### src/rtl/layer_sequencer.sv
// rtl/layer_sequencer.sv - weight-matrix pass sequencer for the layer engine
//
// Drives the row-index counter strobes and the MAC accumulate enable for one
// full pass: 2 quadrants x 3 row pairs x VECTORS vectors x 2 rows x COLS
// cycles. The counter's row_index/new_layer feedback is checked against the
// schedule this block expects, and any disagreement latches seq_err.
//
// Ports:
//   clock            rising-edge clock
//   clear            synchronous active-high reset / abort
//   start            begin a pass (only honoured in IDLE)
//   row_index        counter feedback: current row
//   new_layer        counter feedback: quadrant wrap indication
//   ctr_en           counter enable (same as busy)
//   ctr_clear        counter clear strobe
//   new_row          counter strobe: advance one row
//   new_vector       counter strobe: back to the pair's first row
//   new_quadrant_row counter strobe: advance to the next row pair
//   quadrant_msb     counter base-quadrant select
//   mac_en           datapath accumulate enable
//   busy             pass in progress
//   done             one-cycle completion pulse
//   seq_err          sticky schedule-mismatch flag

module layer_sequencer #(
   parameter int COLS    = 4,
   parameter int VECTORS = 3
) (
   input  logic       clock,
   input  logic       clear,
   input  logic       start,
   input  logic [3:0] row_index,
   input  logic       new_layer,
   output logic       ctr_en,
   output logic       ctr_clear,
   output logic       new_row,
   output logic       new_vector,
   output logic       new_quadrant_row,
   output logic       quadrant_msb,
   output logic       mac_en,
   output logic       busy,
   output logic       done,
   output logic       seq_err
);

   localparam int CW = (COLS > 1) ? $clog2(COLS) : 1;
   localparam int VW = (VECTORS > 1) ? $clog2(VECTORS) : 1;
   localparam logic [CW-1:0] COL_LAST = CW'(COLS - 1);
   localparam logic [VW-1:0] VEC_LAST = VW'(VECTORS - 1);

   typedef enum logic [2:0] {
      S_IDLE,
      S_CLR,
      S_ROW_A,
      S_ROW_B,
      S_RESTART,
      S_DONE
   } state_t;

   state_t        state, state_nxt;
   logic [CW-1:0] col, col_nxt;
   logic [VW-1:0] vec, vec_nxt;
   logic [1:0]    pair, pair_nxt;
   logic          quad, quad_nxt;
   logic          seq_err_nxt;

   logic          col_last;
   logic          vec_last;
   logic          pair_last;
   logic          final_qr;
   logic          first_row_a;
   logic [3:0]    exp_row;

   assign col_last    = (col == COL_LAST);
   assign vec_last    = (vec == VEC_LAST);
   assign pair_last   = (pair == 2'd2);

   // Last cycle of the last pair in a quadrant: the counter wraps here and
   // must report new_layer in exactly this cycle.
   assign final_qr    = (state == S_ROW_B) && col_last && vec_last && pair_last;

   // col is zero on entry to ROW_A from every predecessor state.
   assign first_row_a = (state == S_ROW_A) && (col == '0);
   assign exp_row     = (quad ? 4'd6 : 4'd0) + {1'b0, pair, 1'b0};

   always_ff @(posedge clock) begin
      if (clear) begin
         state   <= S_IDLE;
         col     <= '0;
         vec     <= '0;
         pair    <= 2'd0;
         quad    <= 1'b0;
         seq_err <= 1'b0;
      end else begin
         state   <= state_nxt;
         col     <= col_nxt;
         vec     <= vec_nxt;
         pair    <= pair_nxt;
         quad    <= quad_nxt;
         seq_err <= seq_err_nxt;
      end
   end

   always_comb begin
      state_nxt        = state;
      col_nxt          = col;
      vec_nxt          = vec;
      pair_nxt         = pair;
      quad_nxt         = quad;
      ctr_clear        = 1'b0;
      new_row          = 1'b0;
      new_vector       = 1'b0;
      new_quadrant_row = 1'b0;
      quadrant_msb     = 1'b0;
      mac_en           = 1'b0;
      busy             = 1'b0;
      done             = 1'b0;

      case (state)
         S_IDLE: begin
            if (start) begin
               state_nxt = S_CLR;
               col_nxt   = '0;
               vec_nxt   = '0;
               pair_nxt  = 2'd0;
               quad_nxt  = 1'b0;
            end
         end

         S_CLR: begin
            busy      = 1'b1;
            ctr_clear = 1'b1;
            state_nxt = S_ROW_A;
         end

         S_ROW_A: begin
            busy         = 1'b1;
            mac_en       = 1'b1;
            quadrant_msb = quad;
            if (col_last) begin
               new_row   = 1'b1;
               col_nxt   = '0;
               state_nxt = S_ROW_B;
            end else begin
               col_nxt = col + 1'b1;
            end
         end

         S_ROW_B: begin
            busy         = 1'b1;
            mac_en       = 1'b1;
            quadrant_msb = quad;
            if (col_last) begin
               col_nxt = '0;
               if (!vec_last) begin
                  new_row   = 1'b1;
                  state_nxt = S_RESTART;
               end else begin
                  // Both strobes together; the counter gives the quadrant
                  // row priority and advances to the next pair.
                  new_quadrant_row = 1'b1;
                  new_vector       = 1'b1;
                  vec_nxt          = '0;
                  if (!pair_last) begin
                     pair_nxt  = pair + 2'd1;
                     state_nxt = S_ROW_A;
                  end else begin
                     // Counter wraps on this strobe; point its reload at the
                     // base of the following quadrant.
                     quadrant_msb = ~quad;
                     if (!quad) begin
                        pair_nxt  = 2'd0;
                        quad_nxt  = 1'b1;
                        state_nxt = S_ROW_A;
                     end else begin
                        state_nxt = S_DONE;
                     end
                  end
               end
            end else begin
               col_nxt = col + 1'b1;
            end
         end

         S_RESTART: begin
            busy         = 1'b1;
            new_vector   = 1'b1;
            quadrant_msb = quad;
            vec_nxt      = vec + 1'b1;
            state_nxt    = S_ROW_A;
         end

         S_DONE: begin
            done      = 1'b1;
            state_nxt = S_IDLE;
         end

         default: begin
            state_nxt = S_IDLE;
         end
      endcase
   end

   assign ctr_en = busy;

   always_comb begin
      seq_err_nxt = seq_err;
      if (state == S_IDLE && start) begin
         seq_err_nxt = 1'b0;
      end else if (busy) begin
         if ((first_row_a && (row_index != exp_row)) || (new_layer != final_qr)) begin
            seq_err_nxt = 1'b1;
         end
      end
   end

endmodule

### config.mk
export PLATFORM = sky130hd
export DESIGN_NAME = layer_sequencer
export DESIGN_NICKNAME = d
export VERILOG_FILES = /design/src/rtl/layer_sequencer.sv
export SDC_FILE = /design/constraint.sdc
export NUM_CORES = 1
export LEC_CHECK = 0
export BUFFER_PORTS_ARGS = -buffer_cell sky130_fd_sc_hd__buf_2
export CORE_MARGIN = 2
export CORE_UTILIZATION = 35
export DETAILED_ROUTE_END_ITERATION = 16
export PLACE_DENSITY = 0.69
export SYNTH_ARGS = -nofsm -noshare
export SYNTH_HDL_FRONTEND = slang
export SYNTH_SLANG_ARGS = --single-unit
### constraint.sdc
create_clock -name clock -period 1.9 [get_ports clock]
set_input_delay 0.38 -clock clock [delete_from_list [all_inputs] [get_ports clock]]
set_output_delay 0.38 -clock clock [all_outputs]
set_load 0.01 [all_outputs]
==> results of run 1 <==
area by class of cell:
class	instances	area share
clock buffer	4	0.0272
inverter	7	0.0272
sequential	11	0.241
timing repair buffer	22	0.131
multi-input combinational	72	0.539
tap	27	0.0350
final timing paths:
path / endpoint / cells past startpoint / startpoint
setup / recovery: seq_err / 6 / pair[0]
hold reg to reg: vec[0] / 2 / vec[0]
hold / removal: seq_err / 3 / new_layer
setup reg to reg: seq_err / 6 / pair[0]
metal layers:
metal  up-vias  share of wire  track usage
met5         -              0            0
met4         0          0.030        0.113
met3         4          0.025       0.0205
met2        14           0.51        0.289
met1       373           0.44        0.184
li1        380              -            -
power breakdown:
group,internal [mW],switching (mW)
clock network,0.0814,0.0825
registers,0.240,0.0169
logic,0.0539,0.0624
total,0.375,0.162
flip-flops by register name (all words and copies together), names as in the netlist:
| name | flops |
|---|---|
| vec | 2 |
| pair | 2 |
| seq_err | 1 |
| quad | 1 |
| state | 3 |
| col | 2 |
worst max-delay path, cell delays in order (launching register included):
cell     delay [ns]
dfxtp_2        0.33
ha_2           0.18
fa_1           0.44
xor2_1         0.15
or4_1          0.52
a21oi_2        0.13
a21oi_1        0.07
per-stage QoR:
step	utilization	power (mW)	area, um^2
after detailed placement	0.444	0.372	897
after global placement	0.444	0.369	897
after global routing	0.478	0.576	966
final	0.478	0.537	966
after floorplan	-	0.334	771
after CTS	0.466	0.539	942
cell usage in the layout, fill, tap and decap left out, types with 4 or more instances in the layout:
| cell type | synthesis | final |
|---|---|---|
| a21oi_1 | 8 | 6 |
| buf_2 | 3 | 17 |
| buf_4 | 1 | 4 |
| dfxtp_2 | 0 | 7 |
| inv_1 | 6 | 6 |
| nand2_1 | 8 | 8 |
| nand2b_1 | 4 | 4 |
| nand3_1 | 6 | 6 |
| nor3b_1 | 4 | 4 |
| o21ai_0 | 5 | 5 |
cells in the mapped netlist (all sizes together):
library cell	instances
a2111oi	1
or4	2
nand2	8
nand2b	5
xor2	3
nand3	6
fa	1
a21boi	2
nand3b	1
o21a	1
nor4	1
o211ai	1
ha	5
a31oi	2
or4b	1
mux2i	2
nand4	1
o21ai	5
nor3	3
xnor2	2
o22ai	1
dfxtp	11
nor3b	4
inv	7
o2bb2ai	1
clkbuf	2
nor2	2
nor2b	1
or2	2
buf	4
a21oi	8
logic make-up (layout without fill, tap and decap cells):
logic type / after synthesis / count (layout)
AND/OR/NAND/NOR: 37 / 37
AO/OA/AOI/OAI: 22 / 22
buffers and inverters: 13 / 33
flip-flops: 11 / 11
adder cells (fa/ha/maj): 6 / 6
XOR/XNOR: 5 / 5
multiplexers: 2 / 2
==> key figures, run 1 <==
Synthesis
  – Mean Syn Cell Area: 8.02 um^2
  – Post-Synthesis Cells: 96
  – Xor-xnor portion of the synthesized cell area: 0.0569
  – Adder-Cell Fraction of Synth Area: 0.107
  – Largest cells by area after synthesis: dfxtp_1, ha_1, a21oi_1
  – Post-synthesis sequential area ratio: 0.286
  – Area leader, netlist: dfxtp_1
  – Mux share of post-synthesis cell area: 0.0260
  – Mapped Area: 769 um^2
  – Post-synth top area share: 0.286
  – Yosys warns: 0
  – Simple-gate area share of the yosys netlist: 0.280
  – #FFs+latches synth: 11
  – Yosys cell types: 34
  – Syn nets: 110
  – Compound-Gate Fraction of Synth Area: 0.171
  – Largest family of logic cells by synthesized area: simple AND/OR/NAND/NOR gates

Power and ir drop
  – LEAKAGE: between 0.4 and 0.5 nW
  – Power per cell area: 556 nW/um^2
  – Worst VDD drop: approximately 0.32 mV

GRT
  – Grt ovf: 0
  – First-pass GRT wire length: 3.17 mm
  – Vias in the first global route: 751
  – Antenna violations before repair: 0
  – All-Layer GR Usage: 0.165
  – Pin count of the biggest net entering global routing: 14

Cells and area
  – Reg area: between 200 and 250 um^2
  – Ant. Diodes: 0
  – Fillers: 198
  – Area growth from synthesis to layout: 25.5%
  – Multi-input gate area: 520 um^2
  – Post-Layout Cell Count: 143
  – Fin nets: about 130
  – Share of layout cells above drive strength 1: 0.362

Worst setup path
  – Worst EP arrival: ~2.1 ns
  – Reg2reg setup slack: -0.02 ns
  – Nature of the critical path endpoint: register
  – CP Data Required Time: 2.06 ns
  – Critical path class: reg2reg
  – CP Launch Type: register
  – Critical path fanouts, max: 2

Detailed routing
  – Routed Antenna Nets: 0
  – Drt first pass iters: 4
  – Post-route DRC: 0
  – Routed len/inst: 12.8 um
  – Aggregate routed wire length: around 1.8 mm
  – Vias post-DR: 771
  – Vias per cell: 5.39
  – Initial DRC Count: 24

Floorplan
  – Chip width: a little over 50 um
  – Core footprint: ~2000 um^2
  – Starting density of the core: 0.381
  – Number of I/O pins: 18
  – Die height: 50.9 um
  – Row cnt: 16
  – Die area: about 2600 um^2

STA
  – Hold Violations, Final: 0
  – Setup WS post-layout: -0.0190 ns
  – Max-slew headroom: 0.762
  – Final setup violation count: 1
  – Fin crit period: 1.92 ns
  – Pins over their slew limit: 0
  – Worst hold margin: roughly 0.4 ns
  – Skew final: 0.00164 ns
  – Worst slew pin tran: 0.356 ns
  – Final Cycle Share: 1.01
  – Maximum clock frequency: roughly 520 MHz
  – RSZ-0062 raised after global routing: true
  – Setup TNS: -0.0190 ns

CTS
  – Clk buf depth: 2
  – Reg clk slew, reported paths: about 0.07 ns
  – CTS tree: done
  – Cts hold-fix bufs: 0
  – Cts bufs inserted: 3
  – Clock Sinks: 11
  – Root buf cell: clkbuf_4
  – H-tree levels: 1
  – Clock Latency Late Sink: 0.27 ns
  – CTS resizes: 6
  – Setup Buffers After CTS: 0

Placed design
  – Routability cong.: between 0.8 and 0.9
  – IO Port Bufs: 17
  – HPWL Detailed: 1.34 mm
  – Pre-CTS WS: -0.0496 ns
  – Placed insts: ~140

Job
  – MaxCap Viol Count: 0

Status
  – Status: finished, violations left
  – Failing checks: negative setup slack

Min path
  – Hold Path Class: in2reg
(Power assumes the default switching activity.)
==> run 2, diff against run 1 <==
Settings changed: CELL_PAD_IN_SITES_DETAIL_PLACEMENT set to 1, CELL_PAD_IN_SITES_GLOBAL_PLACEMENT set to 2, CORE_ASPECT_RATIO set to 0.5, CORE_UTILIZATION 35 to 29, PLACE_DENSITY 0.69 to 0.87.
Clock period 1.9 ns to 1.8 ns, I/O delays scaled along.
==> run 2 against run 1 <==
  * The run still ends with negative setup slack left
  * Critical path depth unchanged
  * Fmax fell by 0.22%
  * First-iteration DRC count up 8.3%
  * Critical endpoint unchanged
==> key figures, run 2 (synthesis gave the netlist of run 1 again) <==
Status
  – Status: finished, violations left (unchanged)
  – Failing checks: negative setup slack (unchanged)

Cells and area
  – Area growth from synthesis to layout: 44.4% (was 25.5%)
  – Post-Layout Cell Count: 161 (was 143)
  – Ant. Diodes: 0 (unchanged)
  – Most common cell after layout, fill and taps aside: buf_2 (unchanged)
  – Design Area, Final: 1110 um^2 (was 966 um^2)
  – Fin nets: 139 (was 131)
  – Max reg flops: 3 (unchanged)
  – Largest Register: state (unchanged)
  – Fillers: 317 (was 198)
  – Most frequent cells in the layout: buf_2, buf_4, nand2_1, nand3_1, a21oi_1 (was buf_2, nand2_1, dfxtp_2)
  – Share of layout cells above drive strength 1: 0.435 (was 0.362)

STA
  – Worst slew pin tran: 0.425 ns (was 0.356 ns)
  – Fin crit period: 1.92 ns (about the same)
  – Hold Violations, Final: 0 (unchanged)
  – Max-slew headroom: 0.716 (was 0.762)
  – Skew final: 0.00320 ns (was 0.00164 ns)
  – RSZ-0062 raised after global routing: true (unchanged)
  – Worst hold margin: 0.431 ns (was 0.402 ns)
  – Maximum clock frequency: 520 MHz (was 521 MHz)
  – Setup WS post-layout: -0.123 ns (was -0.0190 ns)
  – Final setup violation count: 1 (unchanged)
  – Final Cycle Share: 1.07 (was 1.01)
  – Pins over their slew limit: 0 (unchanged)

Detailed routing
  – Drt first pass iters: 4 (unchanged)
  – Vias post-DR: 770 (was 771)
  – Post-route DRC: 0 (unchanged)
  – Routed len/inst: 14.1 um (was 12.8 um)
  – Initial DRC Count: 26 (was 24)
  – Routed Antenna Nets: 0 (unchanged)
  – Vias per cell: 4.78 (was 5.39)
  – Aggregate routed wire length: 2.27 mm (was 1.83 mm)

Placed design
  – IO Port Bufs: 17 (unchanged)
  – Pre-CTS WS: -0.176 ns (was -0.0496 ns)
  – HPWL Detailed: 1.65 mm (was 1.34 mm)
  – Placed cell area: 966 um^2 (was 897 um^2)
  – Routability cong.: 0.747 (was 0.878)
  – Placed insts: 156 (was 139)

Floorplan
  – Die area: 3110 um^2 (was 2590 um^2)
  – Starting density of the core: 0.301 (was 0.381)
  – Row cnt: 13 (was 16)
  – Number of I/O pins: 18 (unchanged)
  – Chip width: 76.8 um (was 50.9 um)
  – Die height: 40.4 um (was 50.9 um)
  – Core footprint: 2550 um^2 (was 2020 um^2)

CTS
  – Cts bufs inserted: 3 (unchanged)
  – Clk buf depth: 2 (unchanged)
  – Root buf cell: clkbuf_8 (was clkbuf_4)
  – Clock Sinks: 11 (unchanged)
  – CTS tree: done (unchanged)
  – Cts hold-fix bufs: 0 (unchanged)
  – Clock Latency Late Sink: 0.25 ns (was 0.27 ns)
  – H-tree levels: 1 (unchanged)
  – Reg clk slew, reported paths: 0.06 ns (was 0.07 ns)

GRT
  – Grt ovf: 0 (unchanged)
  – Antenna violations before repair: 0 (unchanged)
  – Vias in the first global route: 771 (was 751)
  – All-Layer GR Usage: 0.159 (was 0.165)
  – First-pass GRT wire length: 3.54 mm (was 3.17 mm)
  – Pin count of the biggest net entering global routing: 13 (was 14)

Worst setup path
  – Critical path fanouts, max: 2 (unchanged)
  – CP cell instances: ha_4 > fa_1 > xor2_1 > or4_4 > a21oi_2 > a21oi_1 (was ha_2 > fa_1 > xor2_1 > or4_1 > a21oi_2 > a21oi_1)
  – Max incr delay on CP: 0.51 ns (was 0.52 ns)
  – CP Launch Type: register (unchanged)
  – CP Data Required Time: 1.93 ns (was 2.06 ns)
  – Worst EP arrival: 2.06 ns (was 2.08 ns)
  – Nature of the critical path endpoint: register (unchanged)
  – Critical path class: reg2reg (unchanged)
  – Slowest CP cell: or4_4 (was or4_1)

Job
  – MaxCap Viol Count: 0 (unchanged)

Power and ir drop
  – Worst VDD drop: 0.227 mV (was 0.319 mV)
  – LEAKAGE: 0.450 nW (was 0.401 nW)
  – Power per cell area: 605 nW/um^2 (was 556 nW/um^2)
  – Total power: 0.672 mW (was 0.537 mW)

Min path
  – Hold Path Class: in2reg (unchanged)
## run 2: changes by cell type in the layout (fill, tap and decap cells not counted), moves of 2 or more
cell      before  now
buf_4          4   10
buf_6          1    3
clkbuf_4       3    0
clkbuf_8       0    3
dfxtp_1        3    5
dfxtp_2        7    5
ha_2           2    0
ha_4           1    4
## run 2: layout make-up
cell class,count,area [um^2],share of cell area
Timing Repair Buffer,30,194,0.175
Inverter,7,26.3,0.0236
Clock buffer,4,45.0,0.0405
Tap cell,37,46.3,0.0417
Sequential cell,11,230,0.207
Multi-Input combinational cell,72,569,0.512
## run 2: metrics by stage
step / utilization / TNS, ns
after floorplan: - / -0.0646
after global placement: 0.378 / -0.0762
after detailed placement: 0.378 / -0.176
after CTS: 0.417 / -0.162
after global routing: 0.435 / -0.204
final: 0.435 / -0.123
## run 2: path summary, 6_finish.rpt
check               start       to  slack, ns  cells past startpoint
hold / removal      clear   vec[1]       0.43                      2
hold reg to reg    vec[0]   vec[0]       0.50                      2
setup reg to reg  pair[0]  seq_err      -0.12                      6
setup / recovery  pair[0]  seq_err      -0.12                      6
## run 2: worst max-delay path, delay by kind of cell, from the launching register on
kind | cells | cell delay [ns]
adder cells (fa/ha/maj) | 2 | 0.60
XOR/XNOR | 1 | 0.16
AO/OA/AOI/OAI | 2 | 0.20
flip-flops | 1 | 0.34
AND/OR/NAND/NOR | 1 | 0.51
## run 2: where the power goes
part / switching [mW] / internal, mW
logic: 0.0729 / 0.0659
registers: 0.0162 / 0.254
clock network: 0.107 / 0.157
total: 0.196 / 0.476
## run 2: layer usage
layer  vias to the layer above  GRT usage  routed length [um]
li1                        392          -                   -
met1                       356      0.172                1090
met2                        16      0.298                1040
met3                         6     0.0495                  81
met5                         -          0                   0
met4                         0     0.0909                  57
## run 2: what timing repair did
action,4_1_cts,5_1_grt
gates resized for setup,12,12
buffers inserted,0,1
pin swaps,2,2
endpoints found under the setup margin,4,6
gates cloned,0,0
==> run 3, diff against run 2 <==
==> constraint.sdc (replaced) <==
create_clock -name clock -period 1.8 [get_ports clock]
set_input_delay 0.45 -clock clock [delete_from_list [all_inputs] [get_ports clock]]
set_output_delay 0.45 -clock clock [all_outputs]
set_load 0.01 [all_outputs]
==> run 3 against run 2 <==
  * The flow still finishes with violations (negative setup slack)
  * Non-clock buffer count grew 1
  * Combinational power about the same
  * Register-to-register slack got worse by 0.04 ns
  * Sequential power hardly changed
  * Utilization increased by 1.6 points
  * Via count increased by 3.8%
  * Power is 2.5% lower
  * Critical endpoint unchanged
  * Largest cell class unchanged
  * Largest power group unchanged
==> key figures, run 3 (synthesis gave the netlist of run 1 again) <==
Status
  – Status: finished, violations left (unchanged)
  – Failing checks: negative setup slack (unchanged)

CTS
  – Cts bufs inserted: 3 (unchanged)
  – H-tree levels: 1 (unchanged)
  – Clk buf depth: 2 (unchanged)
  – Clock Latency Late Sink: 0.24 ns (was 0.25 ns)
  – Cts hold-fix bufs: 0 (unchanged)
  – Clock Sinks: 11 (unchanged)
  – Reg clk slew, reported paths: 0.05 ns (was 0.06 ns)
  – CTS tree: done (unchanged)
  – Root buf cell: clkbuf_8 (unchanged)

Cells and area
  – Most common cell after layout, fill and taps aside: buf_2 (unchanged)
  – Most frequent cells in the layout: buf_2, buf_4, nand2_1, buf_6, dfxtp_2 (was buf_2, buf_4, nand2_1, nand3_1, a21oi_1)
  – Ant. Diodes: 0 (unchanged)
  – Design Area, Final: 1150 um^2 (was 1110 um^2)
  – Area growth from synthesis to layout: 49.8% (was 44.4%)
  – Share of layout cells above drive strength 1: 0.496 (was 0.435)
  – Max reg flops: 3 (unchanged)
  – Largest Register: state (unchanged)
  – Fin nets: 140 (was 139)

GRT
  – Antenna violations before repair: 0 (unchanged)
  – Pin count of the biggest net entering global routing: 13 (unchanged)
  – Vias in the first global route: 746 (was 771)
  – All-Layer GR Usage: 0.156 (was 0.159)
  – First-pass GRT wire length: 3.52 mm (was 3.54 mm)
  – Grt ovf: 0 (unchanged)

STA
  – Worst slew pin tran: 0.483 ns (was 0.425 ns)
  – RSZ-0062 raised after global routing: true (unchanged)
  – Setup TNS: -0.191 ns (was -0.123 ns)
  – Fin crit period: 1.96 ns (was 1.92 ns)
  – Setup WS post-layout: -0.161 ns (was -0.123 ns)
  – Final Cycle Share: 1.09 (was 1.07)
  – Max-slew headroom: 0.678 (was 0.716)
  – Final setup violation count: 2 (was 1)
  – Pins over their slew limit: 0 (unchanged)
  – Hold Violations, Final: 0 (unchanged)
  – Worst hold margin: 0.479 ns (was 0.431 ns)
  – Skew final: 0.00438 ns (was 0.00320 ns)
  – Maximum clock frequency: 510 MHz (was 520 MHz)

Worst setup path
  – Worst r2r src: quad (was pair[0])
  – Critical path class: reg2reg (unchanged)
  – CP Data Required Time: 1.92 ns (was 1.93 ns)
  – Reg-to-reg endpoint: seq_err (unchanged)
  – Reg2Reg Depth: 6 (unchanged)
  – Max incr delay on CP: 0.53 ns (was 0.51 ns)
  – Reg2reg setup slack: -0.16 ns (was -0.12 ns)
  – Worst Setup EP: seq_err (unchanged)
  – CP Launch Type: register (unchanged)
  – CP startpoint: quad (was pair[0])
  – CP top delay family: adder cells (unchanged)
  – Nature of the critical path endpoint: register (unchanged)
  – CP bufs+invs: 0 (unchanged)
  – Worst EP arrival: 2.08 ns (was 2.06 ns)
  – Slowest CP cell: or4_4 (unchanged)
  – CP cell instances: ha_4 > fa_1 > xor2_1 > or4_4 > a21oi_4 > a21oi_2 (was ha_4 > fa_1 > xor2_1 > or4_4 > a21oi_2 > a21oi_1)
  – Critical path fanouts, max: 2 (unchanged)
  – Critical path depth: 6 (unchanged)

Power and ir drop
  – Seq pwr share: 0.412 (was 0.402)
  – Clk pwr share: 0.379 (was 0.392)
  – Worst VDD drop: 0.298 mV (was 0.227 mV)
  – Comb power frac: 0.209 (was 0.206)
  – LEAKAGE: 0.457 nW (was 0.450 nW)
  – P_int: 0.472 mW (was 0.476 mW)
  – Power per cell area: 569 nW/um^2 (was 605 nW/um^2)
  – Switching Share: 0.280 (was 0.291)
  – P_sw: 0.184 mW (was 0.196 mW)

Detailed routing
  – Aggregate routed wire length: 2.20 mm (was 2.27 mm)
  – Vias per cell: 4.93 (was 4.78)
  – Vias post-DR: 799 (was 770)
  – Drt first pass iters: 4 (unchanged)
  – Routed Antenna Nets: 0 (unchanged)
  – Initial DRC Count: 13 (was 26)
  – Post-route DRC: 0 (unchanged)
  – Routed len/inst: 13.6 um (was 14.1 um)

Floorplan
  – Starting density of the core: 0.301 (unchanged)
  – Row cnt: 13 (unchanged)
  – Die area: 3110 um^2 (unchanged)
  – Die height: 40.4 um (unchanged)
  – Core footprint: 2550 um^2 (unchanged)
  – Number of I/O pins: 18 (unchanged)
  – Chip width: 76.8 um (unchanged)

Placed design
  – IO Port Bufs: 17 (unchanged)
  – HPWL Detailed: 1.66 mm (was 1.65 mm)
  – Pre-CTS WS: -0.193 ns (was -0.176 ns)
  – Placed cell area: 958 um^2 (was 966 um^2)
  – Routability cong.: 0.757 (was 0.747)

Job
  – MaxCap Viol Count: 0 (unchanged)

Min path
  – Hold Path Class: reg2reg (was in2reg)
[run 3: tightest hold or removal path, stage by stage, from the launching register on]
cell and delay, ns:
dfxtp_1 0.31, nand3_1 0.06, a21oi_1 0.06
[run 3: metrics by stage]
step                std cells  utilization  total power, mW
floorplan                  96            -            0.353
global placement          155        0.375            0.398
detailed placement        155        0.375            0.400
CTS                       159        0.399            0.660
global route              162        0.451            0.697
finish                    162        0.451            0.656
[run 3: repair_timing]
| item | in CTS | in global routing |
|---|---|---|
| pin swaps | 1 | 6 |
| gates resized for setup | 8 | 29 |
| buffers inserted | 0 | 3 |
| setup endpoints to repair | 6 | 7 |
[run 3: how the worst min path moves through the flow]
stage          cells past startpoint  slack [ns]   start  endpoint
5_1_grt                            2        0.50  vec[0]    vec[0]
6_report                           2        0.48  vec[1]    vec[1]
3_3_place_gp                       2        0.45  vec[0]    vec[0]
2_1_floorplan                      2        0.44  vec[0]    vec[0]
3_5_place_dp                       2        0.48  vec[1]    vec[1]
4_1_cts                            2        0.48  col[1]    col[1]
[run 3: area by class of cell]
type | instances | area (um^2)
inverter | 7 | 26.3
multi-input combinational | 72 | 578
timing repair buffer | 31 | 218
sequential | 11 | 239
fill | 308 | 1400
clock buffer | 4 | 45.0
tap | 37 | 46.3
[run 3: layer usage]
metal / up-vias / wire (um) / share of wire / global-route usage
met2: 15 / 1000 / 0.46 / 0.265
li1: 399 / - / - / -
met5: - / 0 / 0 / 0
met4: 0 / 21 / 0.0096 / 0.0818
met3: 4 / 83 / 0.038 / 0.0495
met1: 381 / 1090 / 0.50 / 0.186
[run 3: power by group through the flow]
stage / combinational [mW] / sequential [mW] / clock (mW)
2_1_floorplan: 0.0854 / 0.267 / 0
3_3_place_gp: 0.125 / 0.273 / 0
3_5_place_dp: 0.127 / 0.273 / 0
4_1_cts: 0.130 / 0.270 / 0.260
5_1_grt: 0.155 / 0.272 / 0.270
6_report: 0.137 / 0.270 / 0.248
